$ cat config.mk
export PLATFORM = sky130hd
export DESIGN_NAME = meas_result_arbiter_flat
export DESIGN_NICKNAME = d
export VERILOG_FILES = /design/src/rtl/meas_result_arbiter_if.sv /design/src/rtl/meas_result_arbiter.sv /design/src/flat_wrapper.sv
export SDC_FILE = /design/constraint.sdc
export NUM_CORES = 1
export LEC_CHECK = 0
export ABC_CLOCK_PERIOD_IN_PS = 4500
export BUFFER_PORTS_ARGS = -buffer_cell sky130_fd_sc_hd__buf_2
export CORE_MARGIN = 2
export CORE_UTILIZATION = 40
export CTS_CLUSTER_DIAMETER = 120
export CTS_CLUSTER_SIZE = 20
export DETAILED_ROUTE_END_ITERATION = 7
export MAX_ROUTING_LAYER = met4
export SLEW_MARGIN = 20
export SYNTH_ARGS = -nofsm -noshare
export SYNTH_HDL_FRONTEND = slang
export SYNTH_SLANG_ARGS = --single-unit
$ cat constraint.sdc
create_clock -name clk_i -period 4.5 [get_ports clk_i]
set_input_delay 1.35 -clock clk_i [delete_from_list [all_inputs] [get_ports clk_i]]
set_output_delay 1.35 -clock clk_i [all_outputs]
set_load 0.005 [all_outputs]
$ cat src/rtl/meas_result_arbiter_if.sv
// Result bus between the measure channels, the arbiter and the regfile write port.
// The arbiter takes the slave view; the producer/consumer side takes the master view.
interface meas_result_arbiter_if #(
    parameter int N_CH   = 5,
    parameter int DATA_W = 64
);
    localparam int CH_W = $clog2(N_CH);

    logic [N_CH-1:0]              raw_wr_en;
    logic [N_CH-1:0][DATA_W-1:0]  raw_wr_data;
    logic                         reg_wr_rdy;
    logic                         reg_wr_en;
    logic [DATA_W-1:0]            reg_wr_data;
    logic [CH_W-1:0]              reg_wr_ch;

    modport slave (
        input  raw_wr_en,
        input  raw_wr_data,
        input  reg_wr_rdy,
        output reg_wr_en,
        output reg_wr_data,
        output reg_wr_ch
    );

    modport master (
        output raw_wr_en,
        output raw_wr_data,
        output reg_wr_rdy,
        input  reg_wr_en,
        input  reg_wr_data,
        input  reg_wr_ch
    );
endinterface

$ cat src/rtl/meas_result_arbiter.sv
// Buffers one result per measure channel and serialises them onto the single
// regfile write port with round-robin arbitration and sticky overrun flags.
module meas_result_arbiter #(
    parameter int N_CH   = 5,
    parameter int DATA_W = 64
) (
    input  logic                 clk_i,
    input  logic                 rst_n_i,
    meas_result_arbiter_if.slave arb_if,
    input  logic                 ovf_clr_i,
    output logic [N_CH-1:0]      ovf_o
);
    localparam int CH_W = $clog2(N_CH);

    logic [N_CH-1:0][DATA_W-1:0] slot_q;
    logic [N_CH-1:0]             pend_q, pend_d;
    logic [N_CH-1:0]             ovf_q, ovf_d;
    logic [CH_W-1:0]             rr_q, rr_d;
    logic                        en_q, en_d;
    logic [DATA_W-1:0]           data_q, data_d;
    logic [CH_W-1:0]             ch_q, ch_d;

    logic                        out_free;
    logic                        gnt_vld;
    logic                        do_grant;
    logic [CH_W-1:0]             gnt_ch;
    logic [N_CH-1:0]             gnt_oh;
    int                          idx;

    // First pending channel scanning circularly from the round-robin pointer
    always_comb begin
        gnt_vld = 1'b0;
        gnt_ch  = '0;
        idx     = 0;
        for (int k = 0; k < N_CH; k++) begin
            idx = int'(rr_q) + k;
            if (idx >= N_CH) idx = idx - N_CH;
            if (!gnt_vld && pend_q[idx]) begin
                gnt_vld = 1'b1;
                gnt_ch  = CH_W'(idx);
            end
        end
    end

    assign out_free = !en_q || arb_if.reg_wr_rdy;
    assign do_grant = out_free && gnt_vld;
    assign gnt_oh   = do_grant ? (N_CH'(1) << gnt_ch) : '0;

    always_comb begin
        // A capture on the channel being granted refills its slot without overrun
        pend_d = arb_if.raw_wr_en | (pend_q & ~gnt_oh);
        ovf_d  = (ovf_clr_i ? '0 : ovf_q) | (arb_if.raw_wr_en & pend_q & ~gnt_oh);
        en_d   = en_q;
        data_d = data_q;
        ch_d   = ch_q;
        rr_d   = rr_q;
        if (do_grant) begin
            en_d   = 1'b1;
            data_d = slot_q[gnt_ch];
            ch_d   = gnt_ch;
            rr_d   = (gnt_ch == CH_W'(N_CH - 1)) ? '0 : gnt_ch + 1'b1;
        end else if (out_free) begin
            en_d = 1'b0;
        end
    end

    always_ff @(posedge clk_i or negedge rst_n_i) begin
        if (!rst_n_i) begin
            pend_q <= '0;
            ovf_q  <= '0;
            rr_q   <= '0;
            en_q   <= 1'b0;
            data_q <= '0;
            ch_q   <= '0;
        end else begin
            pend_q <= pend_d;
            ovf_q  <= ovf_d;
            rr_q   <= rr_d;
            en_q   <= en_d;
            data_q <= data_d;
            ch_q   <= ch_d;
        end
    end

    // Slot contents are qualified by pend_q, so they need no reset
    always_ff @(posedge clk_i) begin
        for (int i = 0; i < N_CH; i++) begin
            if (arb_if.raw_wr_en[i]) slot_q[i] <= arb_if.raw_wr_data[i];
        end
    end

    assign arb_if.reg_wr_en   = en_q;
    assign arb_if.reg_wr_data = data_q;
    assign arb_if.reg_wr_ch   = ch_q;
    assign ovf_o              = ovf_q;
endmodule
$ cat src/flat_wrapper.sv
// flat-port wrapper written by rule: the top's interface ports become plain ports
module meas_result_arbiter_flat 
#(
    parameter int N_CH   = 5,
    parameter int DATA_W = 64
)
  (clk_i, rst_n_i, ovf_clr_i, ovf_o, arb_if_raw_wr_en, arb_if_raw_wr_data, arb_if_reg_wr_rdy, arb_if_reg_wr_en, arb_if_reg_wr_data, arb_if_reg_wr_ch);
  meas_result_arbiter_if #(.N_CH(N_CH), .DATA_W(DATA_W)) arb_if_i ();
  input  logic clk_i;
  input  logic rst_n_i;
  input  logic ovf_clr_i;
  output logic [N_CH-1:0] ovf_o;
  input wire logic [$bits(arb_if_i.raw_wr_en)-1:0] arb_if_raw_wr_en;
  input wire logic [$bits(arb_if_i.raw_wr_data)-1:0] arb_if_raw_wr_data;
  input wire logic [$bits(arb_if_i.reg_wr_rdy)-1:0] arb_if_reg_wr_rdy;
  output wire logic [$bits(arb_if_i.reg_wr_en)-1:0] arb_if_reg_wr_en;
  output wire logic [$bits(arb_if_i.reg_wr_data)-1:0] arb_if_reg_wr_data;
  output wire logic [$bits(arb_if_i.reg_wr_ch)-1:0] arb_if_reg_wr_ch;
  assign arb_if_i.raw_wr_en = arb_if_raw_wr_en;
  assign arb_if_i.raw_wr_data = arb_if_raw_wr_data;
  assign arb_if_i.reg_wr_rdy = arb_if_reg_wr_rdy;
  assign arb_if_reg_wr_en = arb_if_i.reg_wr_en;
  assign arb_if_reg_wr_data = arb_if_i.reg_wr_data;
  assign arb_if_reg_wr_ch = arb_if_i.reg_wr_ch;
  meas_result_arbiter #(.N_CH(N_CH), .DATA_W(DATA_W)) u_core (.clk_i(clk_i), .rst_n_i(rst_n_i), .arb_if(arb_if_i), .ovf_clr_i(ovf_clr_i), .ovf_o(ovf_o));
endmodule
# Word-level counts from Yosys, hierarchy flattened
# Cells that the tools add are included.
dict set report op_classes {
  n_eq_ne 1
  muxes 37
  reduce_logical 12
  add_sub_neg 10
  n_bitwise 6
  n_lt_le_gt_ge 11
  n_shift 1
}
# operator n
set ops {}
lappend ops {{$bmux 64 s3} 1}
lappend ops {{$lt 32x5->1 const B} 5}
lappend ops {{$mux 32} 5}
lappend ops {{$ge 32x4->1 const B} 4}
lappend ops {{$sub 32x4->32 const B} 4}
lappend ops {{$mux 64} 1}
lappend ops {{$mux 3} 6}
lappend ops {{$mux 1} 17}
lappend ops {{$and 5x5->5} 3}
lappend ops {{$bmux 1 s3} 5}
lappend ops {{$mux 5} 2}
lappend ops {{$or 5x5->5} 2}
lappend ops {{$add 3x2->4 const B} 2}
lappend ops {{$logic_and 1x1->1} 5}
lappend ops {{$logic_not 1->1} 5}
lappend ops {{$not 5->5} 1}
lappend ops {{$shl 1x3->5 const A} 1}
lappend ops {{$add 3x1->4 const B} 1}
lappend ops {{$add 3x3->4 const B} 1}
lappend ops {{$lt 3x4->1 const B} 1}
lappend ops {{$sub 3x3->4 const B} 1}
lappend ops {{$add 3x1->3 const B} 1}
lappend ops {{$eq 3x3->1 const B} 1}
lappend ops {{$ge 3x3->1 const B} 1}
lappend ops {{other kinds (2)} 2}
dict set report word_totals {
  output_inout_bits 73
  register_bits 401
  in_bits 329
}

# Logic depth before layout (Yosys ltp)
dict set report depth {
  ltp_word 23
  depth_mapped 17
  mapped_depth_nobuf 13
}

# Least setup slack after synthesis
# No wires, ideal clock.
dict set report synth_timing {
  path_type {reg-to-reg}
  startpoint {register u_core.rr_q[1]}
  endpoint {register u_core.data_q[35], in the netlist u_core.arb_if.reg_wr_data[35]}
  setup_time_ps 126
  slack_ps 823
  synth_period_minus_slack_ps 3677
  path_buffers 4
  path_stages_with_launch 16
  arrival_ps 3551
  path_cell_list {dfrtp_1 buf_2 inv_1 ha_1 ha_1 clkbuf_1 a221oi_2 a222oi_1 a31o_2 mux2_4 o211a_1 buf_4 buf_2 o21ai_1 a21oi_2 o32a_1}
}
dict set report synth_via {
  elab_chain_len 20
  elab_cells_between_ends 55
}
# item line
set synth_rtl {}
lappend synth_rtl {{start: declaration} meas_result_arbiter.sv:18} ;# logic [CH_W-1:0] rr_q, rr_d;
lappend synth_rtl {{start signal: assignment} meas_result_arbiter.sv:78} ;# rr_q <= rr_d;
lappend synth_rtl {{branches (longest 20 deep; another with $sub 32x4->32)} -}
lappend synth_rtl {{end signal: assignment} meas_result_arbiter.sv:80} ;# data_q <= data_d;
lappend synth_rtl {{end: declaration} meas_result_arbiter.sv:20} ;# logic [DATA_W-1:0] data_q, data_d;
# Several ways; the timed one is not identified. The select of a mux whose other input is x is not followed.
# A chain may end at the register's enable or synchronous reset.

# Worst setup path in the final report
dict set report layout_timing {
  startpoint {register u_core.rr_q[1]}
  endpoint {register u_core.data_q[15], in the netlist u_core.arb_if.reg_wr_data[15]}
}
# The elaborated chain is that of the path after synthesis.

==> summary.md <==
| Metric | Value |
|---|---|
| Endpoint class of the critical path | `flip-flop` |
| Layout cells sized above 1 | `0.333` |
| Minimum clock period | `between 3 and 4 ns` |
| Ports | `402` |
| Critical register-to-register path startpoint | `u_core.rr_q[1]` |
| Async SR Flop Fraction | `0.202` |
| Die area | `43900 um^2` |
| Clock-pin slew on the worst setup and hold paths | `around 0.09 ns` |
| Critical path startpoint category | `flip-flop` |
| Fin crit share | `0.886` |
| RSZ-0062 raised after global routing | `false` |
| Hold Crit Class | `flip-flop to flip-flop` |
| Fin Setup TNS | `0 ns` |
| Die X | `about 210 um` |
| Min-delay src | `u_core.ovf_o[1]` |
| CTS Root Cell | `clkbuf_16` |
| Met2 WL | `between 20000 and 25000 um` |
| CTS Buf Count | `24` |
| Netlist cell types | `73` |
| Drt drc | `0` |
| Register bit count reported by yosys | `around 400` |
| Final #Nets | `a little under 2000` |
| Fillers | `around 3800` |
| Syn Std Cell Area | `~17000 um^2` |
| Initial antenna violation count | `26` |
| Drt first pass iters | `5` |
| IO Port Bufs | `401` |
| Min-Delay Endpoint | `u_core.ovf_o[1]` |
| Global-route wire length before repair | `about 77000 um` |
| Synth-to-Final Area Change | `20.1%` |
| Post-Syn Instances | `1278` |
| DR vias/cell | `~5.5` |
| Final setup viols | `0` |
| Worst Hold Path Cells | `1` |
| Die H | `around 210 um` |
| Sink Count | `roughly 400` |
| Status | `complete, no violations` |
| Total of max-cap violations | `0` |
| Initial drt markers | `approximately 1000` |
| Crit path from | `u_core.rr_q[1]` |
| Reg2reg setup slack | `0.51 ns` |
| H-tree levels | `1` |
| Endpoints failing hold | `0` |
| Row count | `75` |
| Top post-synthesis cells by area | `edfxtp_1 (57%), dfrtp_1 (12%), nand3_1 (4.0%)` |
| Setup bufs post-CTS | `0` |
| GRT Resource Usage Total | `0.240` |
| Mean Syn Cell Area | `around 13 um^2` |
| Max Clk Rate | `between 200 and 300 MHz` |
| Crit Path Max Fanout | `48` |
| Post_cts resized | `0` |
| Total Wirelength | `around 52000 um` |
| Area fraction of the dominant cell type after synthesis | `0.569` |
| Hold-fix buffers at CTS | `0` |
| DR WL met3 | `~3800 um` |
| Critical Path AT | `~4.5 ns` |
| Detail Route Antenna Nets | `0` |
| Setup WS post-layout | `0.514 ns` |
| RD Place Congestion | `roughly 0.86` |
| Synth warnings | `0` |
| Post-DR wirelength/cell | `23.5 um` |
| GRT overflow | `0` |
| Crit Path Class | `flip-flop to flip-flop` |
| Initial Util | `0.404` |
| Rel. slew slack | `0.264` |
| Slew Limit Fails | `0` |
| Fin Clk Skew | `about 0.027 ns` |
| Slew @ Worst Pin | `1.10 ns` |
| Vias | `12200` |
| R2r endpoint | `u_core.arb_if.reg_wr_data[15]` |
| Highest routed layer | `met4` |
| Most common flop cell mapped by yosys | `edfxtp_1` |
| Sequential fraction of the synthesis area | `0.689` |
| TritonCTS clock tree | `built` |
| Reg2Reg Depth | `13` |
| Post-Place Setup Slack | `around 0.54 ns` |
| Core area | `roughly 42000 um^2` |
| Critical Path RT | `a little under 5 ns` |
| Synth Net Count | `1617` |
| Post-synth EDFFs | `320` |
| Met1 Wirelength | `~22000 um` |
| Vias in the first global route | `between 10000 and 15000` |
| Leading area contributor after synthesis | `edfxtp_1` |
| Detailed placement HPWL | `around 33000 um` |
| Largest net degree at the start of global routing | `just under 80` |
| Clock Latency Late Sink | `0.59 ns` |
| Clock tree buffer depth | `3` |
[critical path: stages, from the launching register on]
cell and delay, ns:
dfrtp_1 0.53, inv_1 0.17, ha_1 0.26, ha_1 0.41, inv_1 0.21, o21ai_0 0.10
and4b_1 0.24, o31a_1 0.25, a211o_1 0.40, and2_4 0.24, buf_4 0.29, o21ai_0 0.29
a21oi_2 0.08, o32a_1 0.35
[registers in the layout, indices dropped and copies added (netlist names)]
name                       cells
u_core.pend_q                  5
u_core.arb_if.reg_wr_data     64
u_core.ovf_o                   5
u_core.arb_if.reg_wr_en        1
u_core.rr_q                    3
u_core.arb_if.reg_wr_ch        3
u_core.slot_q                320
[routing by layer]
metal  track usage  up-vias
li1              -     5597
met1         0.317     6011
met2         0.379      511
met3        0.0456       67
met4        0.0753        0
met5             -        -
[cell usage after synthesis (5+ instances only)]
cell and instances:
nand3b_1 5, buf_6 9, nor2_1 15, inv_1 9
o21ai_0 90, a21o_1 10, o32a_1 64, buf_4 8
o21ai_1 53, a21oi_2 62, a21oi_1 75, o211ai_1 5
buf_2 30, xnor2_1 5, clkbuf_1 53, dfrtp_1 81
edfxtp_1 320, a32o_1 5, nand3_1 135, nand2_1 143
and2_1 5, ha_1 9, and3_1 5, nand2b_1 5
[layout by cell type, fill, tap and decap left out, types with 9 or more instances in the layout]
cell | synthesis | layout
a21oi_1 | 75 | 75
o21ai_1 | 53 | 52
a21o_1 | 10 | 10
clkbuf_1 | 53 | 18
buf_4 | 8 | 24
nand3_1 | 135 | 135
inv_1 | 9 | 9
a21oi_2 | 62 | 62
dfrtp_1 | 81 | 81
clkbuf_16 | 0 | 24
buf_12 | 0 | 10
diode_2 | 0 | 26
nor2_1 | 15 | 15
buf_2 | 30 | 395
o32a_1 | 64 | 64
nand2_1 | 143 | 142
ha_1 | 9 | 9
edfxtp_1 | 320 | 320
o21ai_0 | 90 | 90
[worst max path at each step]
stage	endpoint	depth (start not counted)	slack [ns]
after floorplan	u_core.arb_if.reg_wr_data[35]	15	0.82
after global placement	u_core.arb_if.reg_wr_data[1]	13	0.63
after detailed placement	u_core.arb_if.reg_wr_data[15]	12	0.54
after CTS	u_core.arb_if.reg_wr_data[15]	12	0.53
after global routing	u_core.arb_if.reg_wr_data[15]	13	0.28
final	u_core.arb_if.reg_wr_data[15]	13	0.51
[cell families (layout without fill, tap and decap cells)]
logic type                 after synthesis  in the layout  synth area share
DFF                                    401            401             0.689
AOI/OAI and AO/OA                      399            399             0.166
and+or+nand+nor                        339            339            0.0937
buffers and inverters                  114            487            0.0333
adders and majority gates               10             10           0.00785
muxes                                   10             10           0.00837
xor gates and xnor gates                 5              5           0.00259
other                                    0             26                 0
[final cells by class]
class,count,area [um^2],share of cell area
Sequential cell,401,11600,0.573
Multi-Input combinational cell,763,4750,0.234
Timing Repair Buffer,432,2410,0.119
Tap cell,539,674,0.0332
Clock buffer,42,668,0.0329
Antenna cell,26,65.1,0.00321
Clock inverter,2,50.0,0.00247
Inverter,11,41.3,0.00203
[stage by stage]
stage          utilization  std cells  hold WS (ns)  cell area, um^2
2_1_floorplan            -       1278         0.473            16900
3_3_place_gp         0.465       2145         0.458            19500
3_5_place_dp         0.465       2145         0.477            19500
4_1_cts              0.482       2189         0.496            20200
5_1_grt              0.485       2216         0.518            20300
6_report             0.485       2216         0.493            20300
Power is not shown: default switching activity piles up to over one toggle a cycle in this logic, so the estimate is an artifact.
